--- src/rtl/demod_qpsk.sv ---
// rtl/demod_qpsk.sv - QPSK integrate-and-dump demodulator with flush delay and symbol alignment
module demod_qpsk #(
  parameter int SPS       = 8,
  parameter int SPAN      = 16,
  parameter int BIT_SYM   = 2,
  parameter int BIT_DAC   = 14,
  parameter int DELAY_SYM = SPAN / 2
) (
  input  logic                                  clock_sample,
  input  logic                                  reset,
  input  logic                                  enable,
  input  logic                                  align,
  input  logic signed [BIT_DAC-1:0]             if_in,
  output logic [BIT_SYM-1:0]                    sym_out,
  output logic                                  sym_valid,
  output logic signed [BIT_DAC+$clog2(SPS)-2:0] soft_i,
  output logic signed [BIT_DAC+$clog2(SPS)-2:0] soft_q,
  output logic                                  locked
);

  localparam int CW = $clog2(SPS);
  localparam int SW = BIT_DAC + CW - 1;
  localparam int FW = $clog2(DELAY_SYM + 2);

  typedef enum logic [1:0] {S_IDLE, S_FLUSH, S_RUN} state_t;

  state_t                state_q, state_d;
  logic [CW-1:0]         cnt_q, cnt_d;
  logic [FW-1:0]         flush_q, flush_d;
  logic signed [SW-1:0]  acc_i_q, acc_i_d;
  logic signed [SW-1:0]  acc_q_q, acc_q_d;
  logic signed [SW-1:0]  soft_i_q, soft_i_d;
  logic signed [SW-1:0]  soft_q_q, soft_q_d;
  logic [BIT_SYM-1:0]    sym_q, sym_d;
  logic                  valid_q, valid_d;

  logic signed [SW-1:0]  if_ext, mix;
  logic signed [SW-1:0]  base_i, base_q;
  logic signed [SW-1:0]  final_i, final_q;
  logic                  is_i, last;

  // Carrier at fs/4: sign pattern -,-,+,+ repeats every four samples.
  assign if_ext  = SW'(if_in);
  assign mix     = cnt_q[1] ? if_ext : -if_ext;
  assign is_i    = ~cnt_q[0];
  assign last    = (cnt_q == CW'(SPS - 1));
  assign base_i  = (cnt_q == '0) ? '0 : acc_i_q;
  assign base_q  = (cnt_q == '0) ? '0 : acc_q_q;
  // The last sample of a symbol is always a Q sample, so I is already complete.
  assign final_i = acc_i_q;
  assign final_q = acc_q_q + mix;

  always_comb begin
    state_d  = state_q;
    cnt_d    = cnt_q;
    flush_d  = flush_q;
    acc_i_d  = acc_i_q;
    acc_q_d  = acc_q_q;
    soft_i_d = soft_i_q;
    soft_q_d = soft_q_q;
    sym_d    = sym_q;
    valid_d  = 1'b0;

    if (state_q == S_IDLE) begin
      cnt_d   = '0;
      acc_i_d = '0;
      acc_q_d = '0;
      if (enable) begin
        if (DELAY_SYM == 0) begin
          state_d = S_RUN;
        end else begin
          state_d = S_FLUSH;
          flush_d = FW'(DELAY_SYM);
        end
      end
    end else if (!enable) begin
      state_d = S_IDLE;
      cnt_d   = '0;
      flush_d = '0;
      acc_i_d = '0;
      acc_q_d = '0;
    end else if (align) begin
      cnt_d   = '0;
      acc_i_d = '0;
      acc_q_d = '0;
    end else begin
      cnt_d   = cnt_q + CW'(1);
      acc_i_d = is_i ? base_i + mix : base_i;
      acc_q_d = is_i ? base_q : base_q + mix;
      if (last) begin
        if (state_q == S_RUN) begin
          soft_i_d = final_i;
          soft_q_d = final_q;
          sym_d    = BIT_SYM'({final_q[SW-1], final_i[SW-1]});
          valid_d  = 1'b1;
        end else begin
          flush_d = flush_q - FW'(1);
          if (flush_q == FW'(1)) begin
            state_d = S_RUN;
          end
        end
      end
    end
  end

  always_ff @(posedge clock_sample) begin
    if (reset) begin
      state_q  <= S_IDLE;
      cnt_q    <= '0;
      flush_q  <= '0;
      acc_i_q  <= '0;
      acc_q_q  <= '0;
      soft_i_q <= '0;
      soft_q_q <= '0;
      sym_q    <= '0;
      valid_q  <= 1'b0;
    end else begin
      state_q  <= state_d;
      cnt_q    <= cnt_d;
      flush_q  <= flush_d;
      acc_i_q  <= acc_i_d;
      acc_q_q  <= acc_q_d;
      soft_i_q <= soft_i_d;
      soft_q_q <= soft_q_d;
      sym_q    <= sym_d;
      valid_q  <= valid_d;
    end
  end

  assign sym_out   = sym_q;
  assign sym_valid = valid_q;
  assign soft_i    = soft_i_q;
  assign soft_q    = soft_q_q;
  assign locked    = (state_q == S_RUN);

endmodule
--- config.mk ---
export PLATFORM = sky130hd
export DESIGN_NAME = demod_qpsk
export DESIGN_NICKNAME = d
export VERILOG_FILES = /design/src/rtl/demod_qpsk.sv
export SDC_FILE = /design/constraint.sdc
export NUM_CORES = 1
export LEC_CHECK = 0
export ABC_CLOCK_PERIOD_IN_PS = 4600
export CORE_MARGIN = 5
export CORE_UTILIZATION = 45
export CTS_CLUSTER_DIAMETER = 150
export DETAILED_ROUTE_END_ITERATION = 16
export DONT_BUFFER_PORTS = 1
export SYNTH_ARGS = -nofsm -noshare
export SYNTH_HDL_FRONTEND = slang
export SYNTH_SLANG_ARGS = --single-unit
--- constraint.sdc ---
create_clock -name clock_sample -period 4.6 [get_ports clock_sample]
set_input_delay 0.69 -clock clock_sample [delete_from_list [all_inputs] [get_ports clock_sample]]
set_output_delay 0.69 -clock clock_sample [all_outputs]
set_load 0.03 [all_outputs]
==> results.py <==
metrics = {
    "sta": {
        "setup_viol": 0,
        "min_period_ns": 3.87,
        "fin_skew_ns": 0.00977,
        "fmax_mhz": 258,
        "final_max_slew_viol_count": 0,
        "rsz0062_at_grt": "false",
        "finalHoldViolations": 0,
        "timing.slew.headroom": 0.230,
        "worst_pin_slew_ns": 1.15,
        "fin_crit_sh": 0.841,
        "fin_tns_setup_ns": 0,
        "setup_slack_ns": 0.731,
    },
    "synthesis": {
        "synth_edf_count": 0,
        "avgSynthCellArea_um2": 7.93,
        "async_flop_share": 0,
        "synth_ff_type": "dfxtp_1",
        "synth_cell_type_count": 68,
        "synth.ff_latch_count": 74,
        "syn_nets": 798,
        "syn_inst": 728,
        "synth_warnings": 0,
        "synth_area_um2": 5770,
        "seq_area_frac_synth": 0.257,
    },
    "critical_path": {
        "critPathKind": "flop to flop",
        "reg2reg_from": "cnt_q[0]",
        "end_kind": "flop",
        "worstPathArrival_ns": 4.09,
        "path_max_fanout": 27,
        "required_ns": 4.82,
        "r2r-end": "acc_q_q[15]",
        "crit_path_start_kind": "flop",
        "rrSetupSlack_ns": 0.73,
        "worst-r2r-cell-count": 15,
    },
    "clock_tree": {
        "cts_buffer_depth": 2,
        "cts-root-buf": "clkbuf_16",
        "post_cts_resize_count": 0,
        "clkSinkCount": 74,
        "post_cts_buffers": 0,
        "tritoncts": "built",
        "cts_hold_buffers": 0,
        "insertion_delay_ns": 0.34,
        "h-tree-depth": 3,
        "cts_inserted_buffers": 9,
        "clk_pin_slew_ns": 0.06,
    },
    "drt": {
        "firstDrtPassIters": 5,
        "wl_per_cell_um": 17.3,
        "antenna_left": 0,
        "drc": 0,
        "vias": 4962,
        "viasPerCell": 5.59,
        "dr.first_iter.drc_count": 353,
        "route.final.wire_length_um": 15400,
    },
    "min_path": {
        "min_from": "reset",
        "whs_endpoint": "soft_i[8]",
        "min_delay_path_depth": 1,
        "worstHoldPathType": "input pin to flop",
    },
    "placement": {
        "dpl_cell_area_um2": 5910,
        "gp_congestion": 0.964,
        "place_worst_setup_slack_ns": 0.732,
        "portBuffers": 0,
        "hpwl_um": 11600,
    },
    "power": {
        "pwr-share-clk": 0.445,
        "p_leak_nw": 2.66,
        "power_frac_seq": 0.438,
        "power.share.combinational": 0.117,
        "p_sw_w": 0.000393,
        "power_density_nw_per_um2": 241,
        "p_sw_frac": 0.264,
        "internal_power_w": 0.00109,
        "peakVddDrop_uv": 146,
        "total_power_w": 0.00149,
    },
    "cells_and_area": {
        "fillers": 1235,
        "multi_input_area_um2": 4000,
        "n_antenna_cell": 0,
        "final_util": 0.490,
        "drive_gt1_frac": 0.0601,
        "area_delta_synth_final_pct": 7.07,
        "final_area_um2": 6180,
        "nets": 782,
        "seq_area_um2": 1480,
    },
    "global_route": {
        "grt_pass1_wl_um": 24500,
        "grt_usage": 0.208,
        "antenna_found_initial": 0,
        "grt_max_degree": 44,
        "grt-ovfl-total": 0,
        "grt_pass1_vias": 4627,
    },
    "floorplan": {
        "fp.dieArea_um2": 15200,
        "start_util": 0.457,
        "die_h_um": 123,
        "dieWidth_um": 123,
        "fp-row-count": 41,
        "io_pins": 54,
        "core_um2": 12600,
    },
    "status": {
        "status": "finished, final reports clean",
    },
    "flow_run": {
        "maxCapViolCount": 0,
    },
}
==> cell type report <==
type                       instances  area share
tap                              172      0.0348
timing repair buffer               9      0.0109
inverter                          40      0.0243
clock inverter                     5     0.00506
clock buffer                      10      0.0387
multi-input combinational        578       0.647
sequential                        74       0.240
==> power groups by stage <==
stage / clock (W) / sequential (W) / combinational, W
after CTS: 0.000679 / 0.000652 / 0.000173
after global routing: 0.000702 / 0.000652 / 0.000194
after detailed placement: 0 / 0.000666 / 0.000171
after floorplan: 0 / 0.000664 / 0.000144
after global placement: 0 / 0.000666 / 0.000170
final: 0.000663 / 0.000652 / 0.000174
==> cell usage in the layout (no fill, tap or decap), drive strengths merged, types with 4 or more instances in the layout <==
master / n
clkbuf: 10
a41oi: 5
a211oi: 13
nand2: 106
ha: 49
mux2i: 6
and2: 25
a21o: 17
o21ai: 16
nor2b: 6
clkinv: 5
nor4: 7
and3: 9
nand2b: 5
inv: 39
buf: 9
xor2: 22
nand3: 15
nor2: 51
o21bai: 8
a31oi: 11
nor3: 16
or4: 6
xnor2: 50
dfxtp: 74
o31ai: 4
or3: 6
a21oi: 77
xnor3: 6
==> critical path, cell delays in order, from the launching register on <==
cell and delay [ns]:
dfxtp_1 0.35, inv_2 0.04, ha_1 0.18, nand2b_1 0.28
buf_4 0.40, and2_1 0.20, ha_1 0.21, o21ai_0 0.13
o21bai_1 0.15, a21oi_1 0.19, o31a_1 0.35, or4_1 0.45
a21oi_1 0.31, mux2i_1 0.27, o21ai_1 0.08, nor3b_2 0.14
==> routing by layer <==
| metal | GRT usage | vias up | part of all wire |
|---|---|---|---|
| li1 | - | 2515 | - |
| met1 | 0.290 | 2276 | 0.47 |
| met2 | 0.310 | 151 | 0.42 |
| met3 | 0.0576 | 20 | 0.084 |
| met4 | 0.0706 | 0 | 0.020 |
| met5 | 0 | - | 0 |
==> Yosys cell counts (3+ instances only) <==
master	instances	area, µm²
a211oi_1	13	97.6
a31oi_1	10	62.6
nand3_1	15	75.1
fa_1	3	60.1
xnor2_1	48	420
ha_1	49	613
and3_1	9	56.3
xor2_1	21	184
dfxtp_1	74	1480
nor2_1	51	191
xnor3_1	6	135
nand2_1	106	398
or4_1	6	45.0
nand2b_1	5	31.3
inv_1	38	143
o21bai_1	8	60.1
o21ai_0	14	70.1
a41oi_1	4	35.0
or3_1	6	37.5
a21oi_1	76	380
clkbuf_1	29	109
a21o_1	17	128
o31ai_1	4	30.0
and2_1	24	150
nor4_1	6	37.5
buf_1	3	11.3
mux2i_1	6	60.1
o2bb2ai_1	3	26.3
nor2b_1	6	37.5
nor3_1	15	75.1
==> how the worst max path moves through the flow <==
stage	start	to	cells after the start
6_report	cnt_q[0]	acc_q_q[15]	15
5_1_grt	cnt_q[0]	acc_q_q[15]	15
3_5_place_dp	if_in[0]	acc_q_q[15]	14
2_1_floorplan	cnt_q[0]	acc_i_q[12]	21
4_1_cts	cnt_q[0]	acc_q_q[15]	15
3_3_place_gp	if_in[8]	acc_i_q[14]	11
==> stage by stage <==
step / cells / hold WS, ns
floorplan: 728 / 0.427
global placement: 873 / 0.437
finish: 888 / 0.413
CTS: 888 / 0.407
detailed placement: 873 / 0.441
global route: 888 / 0.405
==> flip-flops by register name (all words and copies together) (netlist names) <==
name and count:
cnt_q 3, acc_q_q 16, soft_i 15, flush_q 4, soft_q 16, sym_out 1
state_q 2, sym_valid 1, acc_i_q 16
==> cell families after synthesis <==
kind of cell	share of synthesized area
XOR/XNOR	0.137
multiplexers	0.0169
buffers and inverters	0.0511
AND/OR/NAND/NOR	0.219
flip-flops	0.257
AO/OA/AOI/OAI	0.202
adder cells (fa/ha/maj)	0.118
No activity file was read; power rests on OpenSTA's default activity.
